### src/rtl/imm_decode_ctrl.sv
// imm_decode_ctrl: instruction decode slot with a ready/valid handshake on both
// sides. Each accepted word is classified by opcode into an immediate format,
// held in the main output register and expanded to a 64-bit sign-extended
// immediate by the imm_ext helper.
// Build option: define IMM_DECODE_CTRL_SKID_EN to add a skid register and a FULL
// state. With the skid register, IN_READY is registered and the block keeps full
// throughput behind a stalled consumer. Without it, IN_READY is combinational
// (!OUT_VALID || OUT_READY).
`timescale 1ns/1ps

// imm_ext: expands the immediate field of an instruction word for a given format.
module imm_ext (
    input  logic [31:7] i_ins,
    input  logic [2:0]  i_type,
    output logic [63:0] o_imm
);

    // Select and sign-extend the immediate bits for the format; rtype/ntype give 0.
    always_comb begin
        o_imm = 64'd0;
        case (i_type)
            3'd1:    o_imm = {{52{i_ins[31]}}, i_ins[31:20]};
            3'd2:    o_imm = {{52{i_ins[31]}}, i_ins[31:25], i_ins[11:7]};
            3'd3:    o_imm = {{51{i_ins[31]}}, i_ins[31], i_ins[7], i_ins[30:25],
                              i_ins[11:8], 1'b0};
            3'd4:    o_imm = {{32{i_ins[31]}}, i_ins[31:12], 12'd0};
            3'd5:    o_imm = {{43{i_ins[31]}}, i_ins[31], i_ins[19:12], i_ins[20],
                              i_ins[30:21], 1'b0};
            default: o_imm = 64'd0;
        endcase
    end

endmodule

module imm_decode_ctrl (
    input  logic        CLK,
    input  logic        RST_N,
    input  logic        IN_VALID,
    output logic        IN_READY,
    input  logic [31:0] IN_INS,
    input  logic [63:0] IN_PC,
    input  logic        FLUSH,
    output logic        OUT_VALID,
    input  logic        OUT_READY,
    output logic [31:0] OUT_INS,
    output logic [63:0] OUT_PC,
    output logic [2:0]  OUT_TYPE,
    output logic [63:0] OUT_IMM,
    output logic        OUT_ILLEGAL
);

    localparam logic [2:0] TYPE_R = 3'd0;
    localparam logic [2:0] TYPE_I = 3'd1;
    localparam logic [2:0] TYPE_S = 3'd2;
    localparam logic [2:0] TYPE_B = 3'd3;
    localparam logic [2:0] TYPE_U = 3'd4;
    localparam logic [2:0] TYPE_J = 3'd5;
    localparam logic [2:0] TYPE_N = 3'd6;

`ifdef IMM_DECODE_CTRL_SKID_EN
    typedef enum logic [1:0] {ST_EMPTY = 2'd0, ST_ONE = 2'd1, ST_FULL = 2'd2} state_t;
`else
    typedef enum logic [1:0] {ST_EMPTY = 2'd0, ST_ONE = 2'd1} state_t;
`endif

    state_t      r_state;
    state_t      w_next_state;

    logic        w_push;
    logic        w_pop;
    logic        w_load_main_in;
    logic [2:0]  w_in_type;
    logic        w_in_illegal;

    logic [31:0] r_ins;
    logic [63:0] r_pc;
    logic [2:0]  r_type;
    logic        r_illegal;

`ifdef IMM_DECODE_CTRL_SKID_EN
    logic        r_in_ready;
    logic        w_load_skid;
    logic        w_load_main_skid;
    logic [31:0] r_skid_ins;
    logic [63:0] r_skid_pc;
    logic [2:0]  r_skid_type;
    logic        r_skid_illegal;

    assign IN_READY = r_in_ready;
`else
    // Single slot: room is available when empty or when the held beat leaves now.
    assign IN_READY = !OUT_VALID || OUT_READY;
`endif

    assign OUT_VALID   = (r_state != ST_EMPTY);
    assign w_push      = IN_VALID && IN_READY;
    assign w_pop       = OUT_VALID && OUT_READY;

    assign OUT_INS     = r_ins;
    assign OUT_PC      = r_pc;
    assign OUT_TYPE    = r_type;
    assign OUT_ILLEGAL = r_illegal;

    imm_ext u_imm_ext (
        .i_ins  (r_ins[31:7]),
        .i_type (r_type),
        .o_imm  (OUT_IMM)
    );

    // Classify the incoming opcode; unknown opcodes are ntype and flagged illegal.
    always_comb begin
        w_in_type    = TYPE_N;
        w_in_illegal = 1'b0;
        case (IN_INS[6:0])
            7'b0110011, 7'b0111011:
                w_in_type = TYPE_R;
            7'b0010011, 7'b0011011, 7'b0000011, 7'b1100111, 7'b1110011, 7'b0001111:
                w_in_type = TYPE_I;
            7'b0100011:
                w_in_type = TYPE_S;
            7'b1100011:
                w_in_type = TYPE_B;
            7'b0110111, 7'b0010111:
                w_in_type = TYPE_U;
            7'b1101111:
                w_in_type = TYPE_J;
            default: begin
                w_in_type    = TYPE_N;
                w_in_illegal = 1'b1;
            end
        endcase
    end

    // State register.
    always_ff @(posedge CLK or negedge RST_N) begin
        if (!RST_N) begin
            r_state <= ST_EMPTY;
        end else begin
            r_state <= w_next_state;
        end
    end

    // Next-state logic; a flush empties the block regardless of handshakes.
    always_comb begin
        w_next_state = r_state;
        if (FLUSH) begin
            w_next_state = ST_EMPTY;
        end else begin
            case (r_state)
                ST_EMPTY: begin
                    if (w_push) w_next_state = ST_ONE;
                    else        w_next_state = ST_EMPTY;
                end
`ifdef IMM_DECODE_CTRL_SKID_EN
                ST_ONE: begin
                    if (w_push && !w_pop)      w_next_state = ST_FULL;
                    else if (!w_push && w_pop) w_next_state = ST_EMPTY;
                    else                       w_next_state = ST_ONE;
                end
                ST_FULL: begin
                    if (w_pop) w_next_state = ST_ONE;
                    else       w_next_state = ST_FULL;
                end
`else
                ST_ONE: begin
                    if (w_pop && !w_push) w_next_state = ST_EMPTY;
                    else                  w_next_state = ST_ONE;
                end
`endif
                default: w_next_state = ST_EMPTY;
            endcase
        end
    end

    // Output logic: register load strobes; a flush suppresses every load.
    always_comb begin
        w_load_main_in = 1'b0;
`ifdef IMM_DECODE_CTRL_SKID_EN
        w_load_skid      = 1'b0;
        w_load_main_skid = 1'b0;
`endif
        if (FLUSH) begin
            w_load_main_in = 1'b0;
        end else begin
            case (r_state)
                ST_EMPTY: w_load_main_in = w_push;
`ifdef IMM_DECODE_CTRL_SKID_EN
                ST_ONE: begin
                    w_load_main_in = w_push && w_pop;
                    w_load_skid    = w_push && !w_pop;
                end
                ST_FULL: w_load_main_skid = w_pop;
`else
                ST_ONE: w_load_main_in = w_push;
`endif
                default: w_load_main_in = 1'b0;
            endcase
        end
    end

    // Main register: takes a new beat directly, or the skid beat when draining.
    always_ff @(posedge CLK or negedge RST_N) begin
        if (!RST_N) begin
            r_ins     <= 32'd0;
            r_pc      <= 64'd0;
            r_type    <= TYPE_R;
            r_illegal <= 1'b0;
        end else if (w_load_main_in) begin
            r_ins     <= IN_INS;
            r_pc      <= IN_PC;
            r_type    <= w_in_type;
            r_illegal <= w_in_illegal;
`ifdef IMM_DECODE_CTRL_SKID_EN
        end else if (w_load_main_skid) begin
            r_ins     <= r_skid_ins;
            r_pc      <= r_skid_pc;
            r_type    <= r_skid_type;
            r_illegal <= r_skid_illegal;
`endif
        end
    end

`ifdef IMM_DECODE_CTRL_SKID_EN
    // Skid register: catches the beat accepted while the consumer stalls.
    always_ff @(posedge CLK or negedge RST_N) begin
        if (!RST_N) begin
            r_skid_ins     <= 32'd0;
            r_skid_pc      <= 64'd0;
            r_skid_type    <= TYPE_R;
            r_skid_illegal <= 1'b0;
        end else if (w_load_skid) begin
            r_skid_ins     <= IN_INS;
            r_skid_pc      <= IN_PC;
            r_skid_type    <= w_in_type;
            r_skid_illegal <= w_in_illegal;
        end
    end

    // Registered ready: open unless the block will be full next cycle.
    always_ff @(posedge CLK or negedge RST_N) begin
        if (!RST_N) begin
            r_in_ready <= 1'b1;
        end else begin
            r_in_ready <= (w_next_state != ST_FULL);
        end
    end
`endif

endmodule
### config.mk
export PLATFORM = sky130hd
export DESIGN_NAME = imm_decode_ctrl
export DESIGN_NICKNAME = d
export VERILOG_FILES = /design/src/rtl/imm_decode_ctrl.sv
export SDC_FILE = /design/constraint.sdc
export NUM_CORES = 1
export LEC_CHECK = 0
export BUFFER_PORTS_ARGS = -buffer_cell sky130_fd_sc_hd__buf_2
export CAP_MARGIN = 20
export CORE_ASPECT_RATIO = 1.4
export CORE_MARGIN = 3
export CORE_UTILIZATION = 44
export CTS_CLUSTER_DIAMETER = 30
export DETAILED_ROUTE_END_ITERATION = 8
export PLACE_DENSITY = 0.81
export RECOVER_POWER = 50
export SETUP_SLACK_MARGIN = 0.15
export SYNTH_ARGS = -nofsm -noshare
export SYNTH_HDL_FRONTEND = slang
export SYNTH_HIERARCHICAL = 1
export SYNTH_SLANG_ARGS = --single-unit
### constraint.sdc
create_clock -name CLK -period 2 [get_ports CLK]
set_input_delay 0.1 -clock CLK [delete_from_list [all_inputs] [get_ports CLK]]
set_output_delay 0.1 -clock CLK [all_outputs]
set_load 0.02 [all_outputs]
* Yosys cells after proc, flatten, opt, wreduce, memory -nomap -nowiden
Index checks and enable logic that the tools add are counted.
** Storage, ports and cells
- Memories :: 0
- Output and inout port bits :: 166
- Bits in registers :: 102
- Bits in writable memories :: 0
- Logic and storage cells :: 46
- Bits in read-only memories :: 0
- Bits in latches :: 0
- Input port bits :: 101
** Operators by class
- Mux-type cells :: 9
- Bitwise operators :: 0
- Equal/unequal tests :: 19
- Div/mod/pow operators :: 0
- Add/subtract/negate cells :: 0
- Shifts and indexed selects :: 0
- Order comparisons :: 0
- Multiply operators :: 0
- Reductions and logical operators :: 13
** Operator list (count)
- $pmux W64 S5 :: 1
- $eq A7 B6 Y1 const B :: 4
- $eq A7 B7 Y1 const B :: 4
- $eq A7 B5 Y1 const B :: 3
- $pmux W3 S6 :: 1
- $reduce_or A13 Y1 :: 1
- $eq A7 B2 Y1 const B :: 1
- $eq A7 B4 Y1 const B :: 1
- $eq A3 B2 Y1 const B :: 2
- $eq A3 B3 Y1 const B :: 2
- $reduce_or A2 Y1 :: 3
- $reduce_or A6 Y1 :: 1
- $mux W1 :: 5
- $pmux W2 S2 :: 1
- $eq A3 B1 Y1 const B :: 1
- $logic_and A1 B1 Y1 :: 3
- $eq A2 B1 Y1 const B :: 1
- $logic_not A1 Y1 :: 2
- $logic_not A2 Y1 :: 1
- $mux W2 :: 1
- $reduce_bool A2 Y1 :: 1
- $logic_or A1 B1 Y1 :: 1

* Logic depth before layout (Yosys ltp)
Gate-level depths: netlist of the first run.
- Depth in word-level cells :: 9
- Mapped depth :: 6
- Gate-level depth less buffers :: 5

* Cells and area by module
Netlist of the first run, hierarchy kept.
** Modules (own cells, without submodules)
- imm_decode_ctrl :: area an instance 3930.0 µm², times used 1, sequential area each 2527.4 µm², cells each 241
- imm_ext :: area an instance 630.6 µm², times used 1, sequential area each 0.0 µm², cells each 98

* Worst setup path after synthesis of the first run
No wires, ideal clock.
- Kind :: register to output
- Start :: reg r_type[2] (netlist: OUT_TYPE[2])
- End :: out OUT_IMM[32]
- Required time :: 1.900 ns
- Path buffers :: 2
- Cell stages (with the launch flop) :: 5
- Path slack :: -0.059 ns
- Data arrival time :: 1.959 ns
- Cells stage by stage :: dfrtp_1 nor2b_1 buf_2 o21a_1 buf_4
** On the way
- Word-level cells in the longest chain between the ends :: 2
- Elaborated cells between the ends (all ways) :: 6
- Those cells by class :: 5 x eq/ne; 1 x mux
** Ends and longest elaborated chain
- start, declared :: RTL line 77 : logic [2:0] r_type;
- start signal, assigned :: RTL line 211 : r_type <= w_in_type;
- $eq A3 B3 Y1, or another cell as far along :: RTL line 21 : case (i_type)
- $pmux W64 S5 (*) :: RTL line 21
- end, declared :: RTL line 48 : output logic [63:0] OUT_IMM,
Every way passes the cells marked *; elsewhere a longest branch is shown, timed or not.

* Final worst setup path of the first run
- Start :: reg r_type[2] (netlist: OUT_TYPE[2])
- End :: out OUT_IMM[11]
Same word-level chain as after synthesis.

==> key figures, run 1 <==
Detailed routing
  • WL per Instance: 17.2 um
  • Antenna Nets Post-Route: 0
  • WL met3: 1020 um
  • Iter 0 DRT Violations: 134
  • Max layer used: met4
  • DRT Wirelength: 13800 um
  • Vias: 3996
  • Met2 routed WL: 7610 um
  • Vias per cell: 4.98
  • Met1 wire length: 4700 um
  • Iteration count of the initial detailed-routing pass: 4
  • Drc violations: 0

Synthesis
  • Ys flop type: dfrtp_1
  • Area share of the leading cell type in the synthesized netlist: 55.4%
  • Asr flop ratio synth: 100%
  • Post-synthesis cell type count: 40
  • Mapped Nets: 440
  • Cell taking the most area after synthesis: dfrtp_1
  • Top cells by count, synth: dfrtp_1, mux2_1, buf_4
  • Top cells by area, synth: dfrtp_1, mux2_1, mux2_2, buf_4, buf_6
  • Most common cell in the netlist: dfrtp_1
  • Yosys reg bits: 101
  • Post-synthesis sequential area ratio: 55.4%
  • Post-Synthesis Cell Area: 4560 um^2
  • EDFF count, synth: 0
  • Cells after Synth: 339
  • Ys Warns: 6
  • Mapped Avg Cell Area: 13.5 um^2

Timing
  • Max-slew headroom: 23.2%
  • Worst setup margin: 0.182 ns
  • Worst clock skew: 0.00611 ns
  • Hold_ws: -0.000806 ns
  • Setup TNS: 0 ns
  • Final setup vio count: 0
  • Unrepaired setup endpoints after global routing: true
  • FMAX: 550 MHz
  • Endpoints failing hold: 1
  • Final worst path period share: 90.9%
  • Slew Limit Fails: 0
  • Post-layout minimum cycle time: 1.82 ns
  • Slew @ Worst Pin: 1.15 ns

Worst setup path
  • CP endpoint kind: output pin
  • CP Data Required Time: 1.90 ns
  • Reg2Reg Setup Slack: 0.30 ns
  • R2R Path Start: r_state[0]
  • Worst path arrival time: 1.72 ns
  • Worst Setup Path Type: register to output pin
  • Worst setup startpoint: OUT_TYPE[2]
  • Worst r2r path cells: 4
  • Worst r2r dst: OUT_PC[42]
  • Crit path launch type: register
  • Worst Path Max Fanout: 9

Floorplan
  • Initial core utilization: 45.6%
  • Core Box Area: 10000 um^2
  • Row count: 43
  • Ports: 267
  • Die Span X: 92.0 um
  • Die ar.: 11600 um^2
  • Die height: 126 um

Placed design
  • Placed Instances: 698
  • Area after DPL: 5780 um^2
  • Port Buffers: 266
  • HPWL Detailed: 8920 um
  • DP Worst Slack: 0.152 ns
  • Placer Congestion: 0.878

Clock network
  • Max Root-Sink Buffers: 2
  • Clock latency on the worst-skew pair: 0.33 ns
  • Sink Count: 101
  • Maximum level of the CTS H-tree: 3
  • CTS tree: yes
  • CTS Root Cell: clkbuf_16
  • TritonCTS buffer count: 9
  • Clk slew on worst S/H paths: 0.06 ns

Final layout
  • Proportion of layout cells with a drive suffix above 1: 36.1%
  • Design area: 6900 um^2
  • Final core utilization: 68.9%
  • Area Overhead vs Synth: 51.2%
  • Finished Layout Cells: 803
  • Final-stage net count: 764

Run
  • Max-Cap Viols: 0

Global routing
  • Gr ovfl total: 0
  • First-pass GRT wire length: 21400 um
  • All-Layer GR Usage: 23.3%
  • Largest net degree at the start of global routing: 57
  • Initial antenna violation count: 1
  • Number of global-route vias before repair: 4219

Hold path
  • Worst Hold Endpoint: OUT_PC[49]
  • Worst min-delay path category: primary input to register
  • Min-delay src: IN_PC[49]
  • Hold depth: 2

Power
  • Peak VDD IR: 0.000513 V
  • Leak Pwr: 3.33 nW
  • PD cells: 931 nW/um^2

Run status
  • Status: complete, but fails checks
  • Violated checks: negative hold slack
[repair_timing]
item                       CTS  global route
cloned                       0             2
setup endpoints to repair   62            40
hold buffers                81             2
pin swaps                    0             1
hold endpoints to repair   125             2
setup buffers                1             3
resized for setup            8             5
[cell usage in the layout (no fill, tap or decap), types with 4 or more instances in the layout]
master,count
a21o_1,8
mux2_1,67
buf_4,7
clkbuf_1,97
o21ai_0,11
nand2_1,18
buf_2,169
dlygate4sd3_1,83
mux2_2,29
clkbuf_16,9
nor2_1,9
dfrtp_1,98
a22o_1,4
and2_1,6
[sequential cells by signal (all words and copies together) (netlist names)]
register and cells:
OUT_ILLEGAL 1, OUT_PC 64, OUT_TYPE 3, r_state 1, OUT_INS 32
[layer usage]
metal	up-vias	global-route usage, %
met3	33	5.69
met5	-	0
met4	0	10.1
met2	225	43.3
li1	1804	-
met1	1934	24.8
[worst max-delay path: stages, from the launching register on]
cell and delay [ns]:
dfrtp_2 0.51, nor2b_2 0.32, buf_4 0.22, a31o_2 0.17, buf_2 0.17
[cells by family (layout without fill, tap and decap cells)]
logic type | count (synthesis) | in the layout | share of synthesized area, %
flops | 101 | 101 | 55.4
mux | 96 | 96 | 23.7
buf+inv | 52 | 378 | 8.56
simple gates | 49 | 49 | 6.17
compound gates | 41 | 43 | 6.15
other cells | 0 | 1 | 0
[how the worst max path moves through the flow]
stage | slack (ns) | cells after the start | endpoint
global route | 0.10 | 4 | OUT_IMM[11]
finish | 0.18 | 4 | OUT_IMM[11]
CTS | 0.21 | 4 | OUT_IMM[8]
global placement | 0.25 | 4 | OUT_IMM[24]
detailed placement | 0.15 | 4 | OUT_IMM[28]
floorplan | 0.25 | 4 | OUT_IMM[32]
[layout make-up]
type,instances,area (um^2)
diodes,1,2.50
flip-flops and latches,101,2530
multi-input cells,188,1700
well taps,135,169
fillers,766,3110
clock inverters,6,111
inverters,3,11.3
clock buffers,9,225
repair buffers,360,2150
[power breakdown]
part           leakage (nW)  internal, mW  switching (mW)
Combinational          1.98         0.708            1.14
Sequential             1.18          2.38           0.251
Clock                 0.162          1.22           0.721
Total                  3.33          4.31            2.11
[metrics by stage]
stage          hold slack [ns]  total power [mW]
6_report             -0.000806              6.42
5_1_grt                0.00117              6.72
2_1_floorplan           -0.196              3.76
4_1_cts               0.000290              6.53
3_5_place_dp             0.154              4.42
3_3_place_gp             0.145              4.36
Note: power is estimated with default switching activity, not from simulation.
==> run 2, diff against run 1 <==
--- a/config.mk
+++ b/config.mk
@@ -9,13 +9,14 @@
 export CAP_MARGIN = 20
 export CORE_ASPECT_RATIO = 1.4
 export CORE_MARGIN = 3
-export CORE_UTILIZATION = 44
+export CORE_UTILIZATION = 42
 export CTS_CLUSTER_DIAMETER = 30
 export DETAILED_ROUTE_END_ITERATION = 8
-export PLACE_DENSITY = 0.81
+export PLACE_DENSITY = 0.77
 export RECOVER_POWER = 50
 export SETUP_SLACK_MARGIN = 0.15
 export SYNTH_ARGS = -nofsm -noshare
 export SYNTH_HDL_FRONTEND = slang
 export SYNTH_HIERARCHICAL = 1
 export SYNTH_SLANG_ARGS = --single-unit
+export TNS_END_PERCENT = 100
==> constraint.sdc (replaced) <==
create_clock -name CLK -period 2 [get_ports CLK]
set_input_delay 0.1 -clock CLK [delete_from_list [all_inputs] [get_ports CLK]]
set_output_delay 0.1 -clock CLK [all_outputs]
set_load 0.005 [all_outputs]
==> key figures, run 2 (synthesis results as in run 1) <==
Detailed routing
  • WL met3: 962 um (-5.5%)
  • DRT Wirelength: 13300 um (-3.8%)
  • Vias per cell: 4.88 (-1.9%)
  • Met1 wire length: 4570 um (-2.8%)
  • Met2 routed WL: 7290 um (-4.3%)
  • Iter 0 DRT Violations: 140 (+4.5%)
  • Vias: 3921 (-1.9%)
  • Drc violations: 0 (unchanged)
  • WL per Instance: 16.5 um (-3.8%)
  • Iteration count of the initial detailed-routing pass: 4 (unchanged)
  • Antenna Nets Post-Route: 0 (unchanged)
  • Max layer used: met4

Clock network
  • Max Root-Sink Buffers: 2 (unchanged)
  • CTS Root Cell: clkbuf_16
  • Clk slew on worst S/H paths: 0.07 ns (about the same)
  • Setup bufs post-CTS: 0 (-1)
  • CTS tree: yes
  • Sink Count: 101 (unchanged)
  • Maximum level of the CTS H-tree: 3 (unchanged)
  • Clock latency on the worst-skew pair: 0.33 ns (about the same)
  • TritonCTS buffer count: 9 (unchanged)

Final layout
  • Largest register FFs: 64 (unchanged)
  • Area Overhead vs Synth: 51.2% (unchanged)
  • Commonest non-fill, non-tap cell in the layout: buf_2
  • Proportion of layout cells with a drive suffix above 1: 41.8% (+5.6 points)
  • Final-stage net count: 760 (-0.52%)
  • Most frequent cells in the layout: buf_2, dfrtp_1, dlygate4sd3_1
  • Design area: 6900 um^2 (unchanged)

Placed design
  • Placer Congestion: 0.844 (-3.9%)
  • HPWL Detailed: 8950 um (+0.36%)
  • Port Buffers: 266 (unchanged)
  • Area after DPL: 5790 um^2 (+0.26%)

Hold path
  • Worst min-delay path category: primary input to register
  • Worst Hold Endpoint: OUT_PC[17]
  • Hold depth: 2 (unchanged)
  • Min-delay src: IN_PC[17]

Floorplan
  • Row count: 44 (+2.3%)
  • Initial core utilization: 43.6% (-2.0 points)
  • Die ar.: 12200 um^2 (+4.5%)
  • Die height: 129 um (+2.2%)
  • Ports: 267 (unchanged)
  • Core Box Area: 10500 um^2 (+4.5%)
  • Die Span X: 94.1 um (+2.2%)

Power
  • Leak Pwr: 3.42 nW (+2.7%)
  • Switch Pwr: 1.57 mW (-26%)
  • Seq pwr share: 46.4% (+5.4 points)
  • Switching share of power: 27.7% (-5.2 points)
  • Cell Int Power: 4.09 mW (-5.1%)
  • PD cells: 820 nW/um^2 (-12%)
  • Peak VDD IR: 0.000473 V (-7.8%)
  • Logic pwr share: 23.5% (-5.3 points)
  • Clock power frac: 30.1% (about the same)
  • Tot Pwr: 5.66 mW (-12%)

Worst setup path
  • Reg2Reg Setup Slack: 0.28 ns (-0.02 ns)
  • CP Data Required Time: 1.90 ns (about the same)
  • Slowest stage delay, CP: 0.49 ns (-0.02 ns)
  • Worst r2r dst: OUT_PC[40]
  • Worst r2r path cells: 4 (unchanged)
  • CP max-delay cell: dfrtp_2
  • Worst path arrival time: 1.66 ns (-0.06 ns)
  • Crit path launch type: register
  • R2R Path Start: r_state[0]
  • Crit-path cells: and2b_1 -> nand2_1 -> o21ai_0 -> buf_2
  • Worst Path Max Fanout: 11 (+2)
  • Worst Setup Path Type: register to output pin
  • CP endpoint kind: output pin

Run status
  • Status: finished, final reports clean

Timing
  • Slew Limit Fails: 0 (unchanged)
  • Unrepaired setup endpoints after global routing: false
  • Final worst path period share: 87.9% (-3.0 points)
  • Max-slew headroom: 7.20% (-16 points)
  • Worst clock skew: 0.00654 ns (+0.000438 ns)
  • Slew @ Worst Pin: 1.39 ns (+0.241 ns)
  • Final setup vio count: 0 (unchanged)
  • Endpoints failing hold: 0 (-1)
  • Setup TNS: 0 ns (unchanged)
  • FMAX: 569 MHz (+3.4%)
  • Post-layout minimum cycle time: 1.76 ns (-0.0599 ns)

Global routing
  • Initial antenna violation count: 1 (unchanged)
  • All-Layer GR Usage: 21.2% (-2.1 points)
  • Number of global-route vias before repair: 4040 (-4.2%)
  • First-pass GRT wire length: 20100 um (-6.0%)
  • Largest net degree at the start of global routing: 59 (+3.5%)
  • Gr ovfl total: 0 (unchanged)

Run
  • Max-Cap Viols: 0 (unchanged)
## run 2: how the worst max path moves through the flow
stage | slack [ns] | cells past startpoint | start | end
2_1_floorplan | 0.18 | 5 | OUT_TYPE[1] | OUT_IMM[32]
3_5_place_dp | 0.34 | 4 | r_state[0] | OUT_PC[49]
4_1_cts | 0.17 | 4 | OUT_TYPE[0] | OUT_IMM[18]
3_3_place_gp | 0.38 | 4 | r_state[0] | OUT_PC[63]
6_report | 0.24 | 4 | OUT_TYPE[0] | OUT_IMM[20]
5_1_grt | 0.15 | 4 | OUT_TYPE[1] | OUT_IMM[7]
## run 2: worst max-delay path, delay by kind of cell (launching register included)
kind                   cells  cell delay [ns]
buffers and inverters      1             0.15
and+or+nand+nor            2             0.50
DFF                        1             0.49
AOI/OAI and AO/OA          1             0.19
## run 2: cell type report
| type | instances | area, um^2 |
|---|---|---|
| antenna | 2 | 5.00 |
| clock buffer | 10 | 229 |
| clock inverter | 5 | 60.1 |
| fill | 831 | 3560 |
| inverter | 3 | 11.3 |
| multi-input combinational | 186 | 1670 |
| sequential | 101 | 2530 |
| tap | 138 | 173 |
| timing repair buffer | 358 | 2220 |
## run 2: metrics by stage
step | setup WS [ns] | hold slack [ns] | utilization (%) | std cells
final | 0.241 | 0.0111 | 65.9 | 803
after global routing | 0.150 | 0.00639 | 65.9 | 802
after CTS | 0.171 | 0.000573 | 66.3 | 801
after detailed placement | 0.336 | 0.0257 | 55.4 | 701
after global placement | 0.383 | 0.0196 | 55.4 | 701
after floorplan | 0.179 | -0.196 | - | 339
## run 2: timing repair
action                                  in CTS  in global routing
endpoints found under the setup margin      11                 56
resized for setup                            1                  7
hold endpoints to repair                   135                  0
hold buffers                                85                  0
## run 2: metal layers
metal / GRT usage [%] / up-vias
li1: - / 1796
met1: 22.9 / 1892
met2: 39.6 / 198
met3: 3.77 / 35
met4: 10.0 / 0
met5: 0 / -
## run 2: power by group through the flow
stage                     logic, mW  registers [mW]  clock network [mW]
after floorplan               0.582            2.63                   0
after global placement         1.20            2.62                   0
after detailed placement       1.23            2.64                   0
after CTS                      1.37            2.61                1.75
after global routing           1.45            2.67                1.84
final                          1.33            2.62                1.70
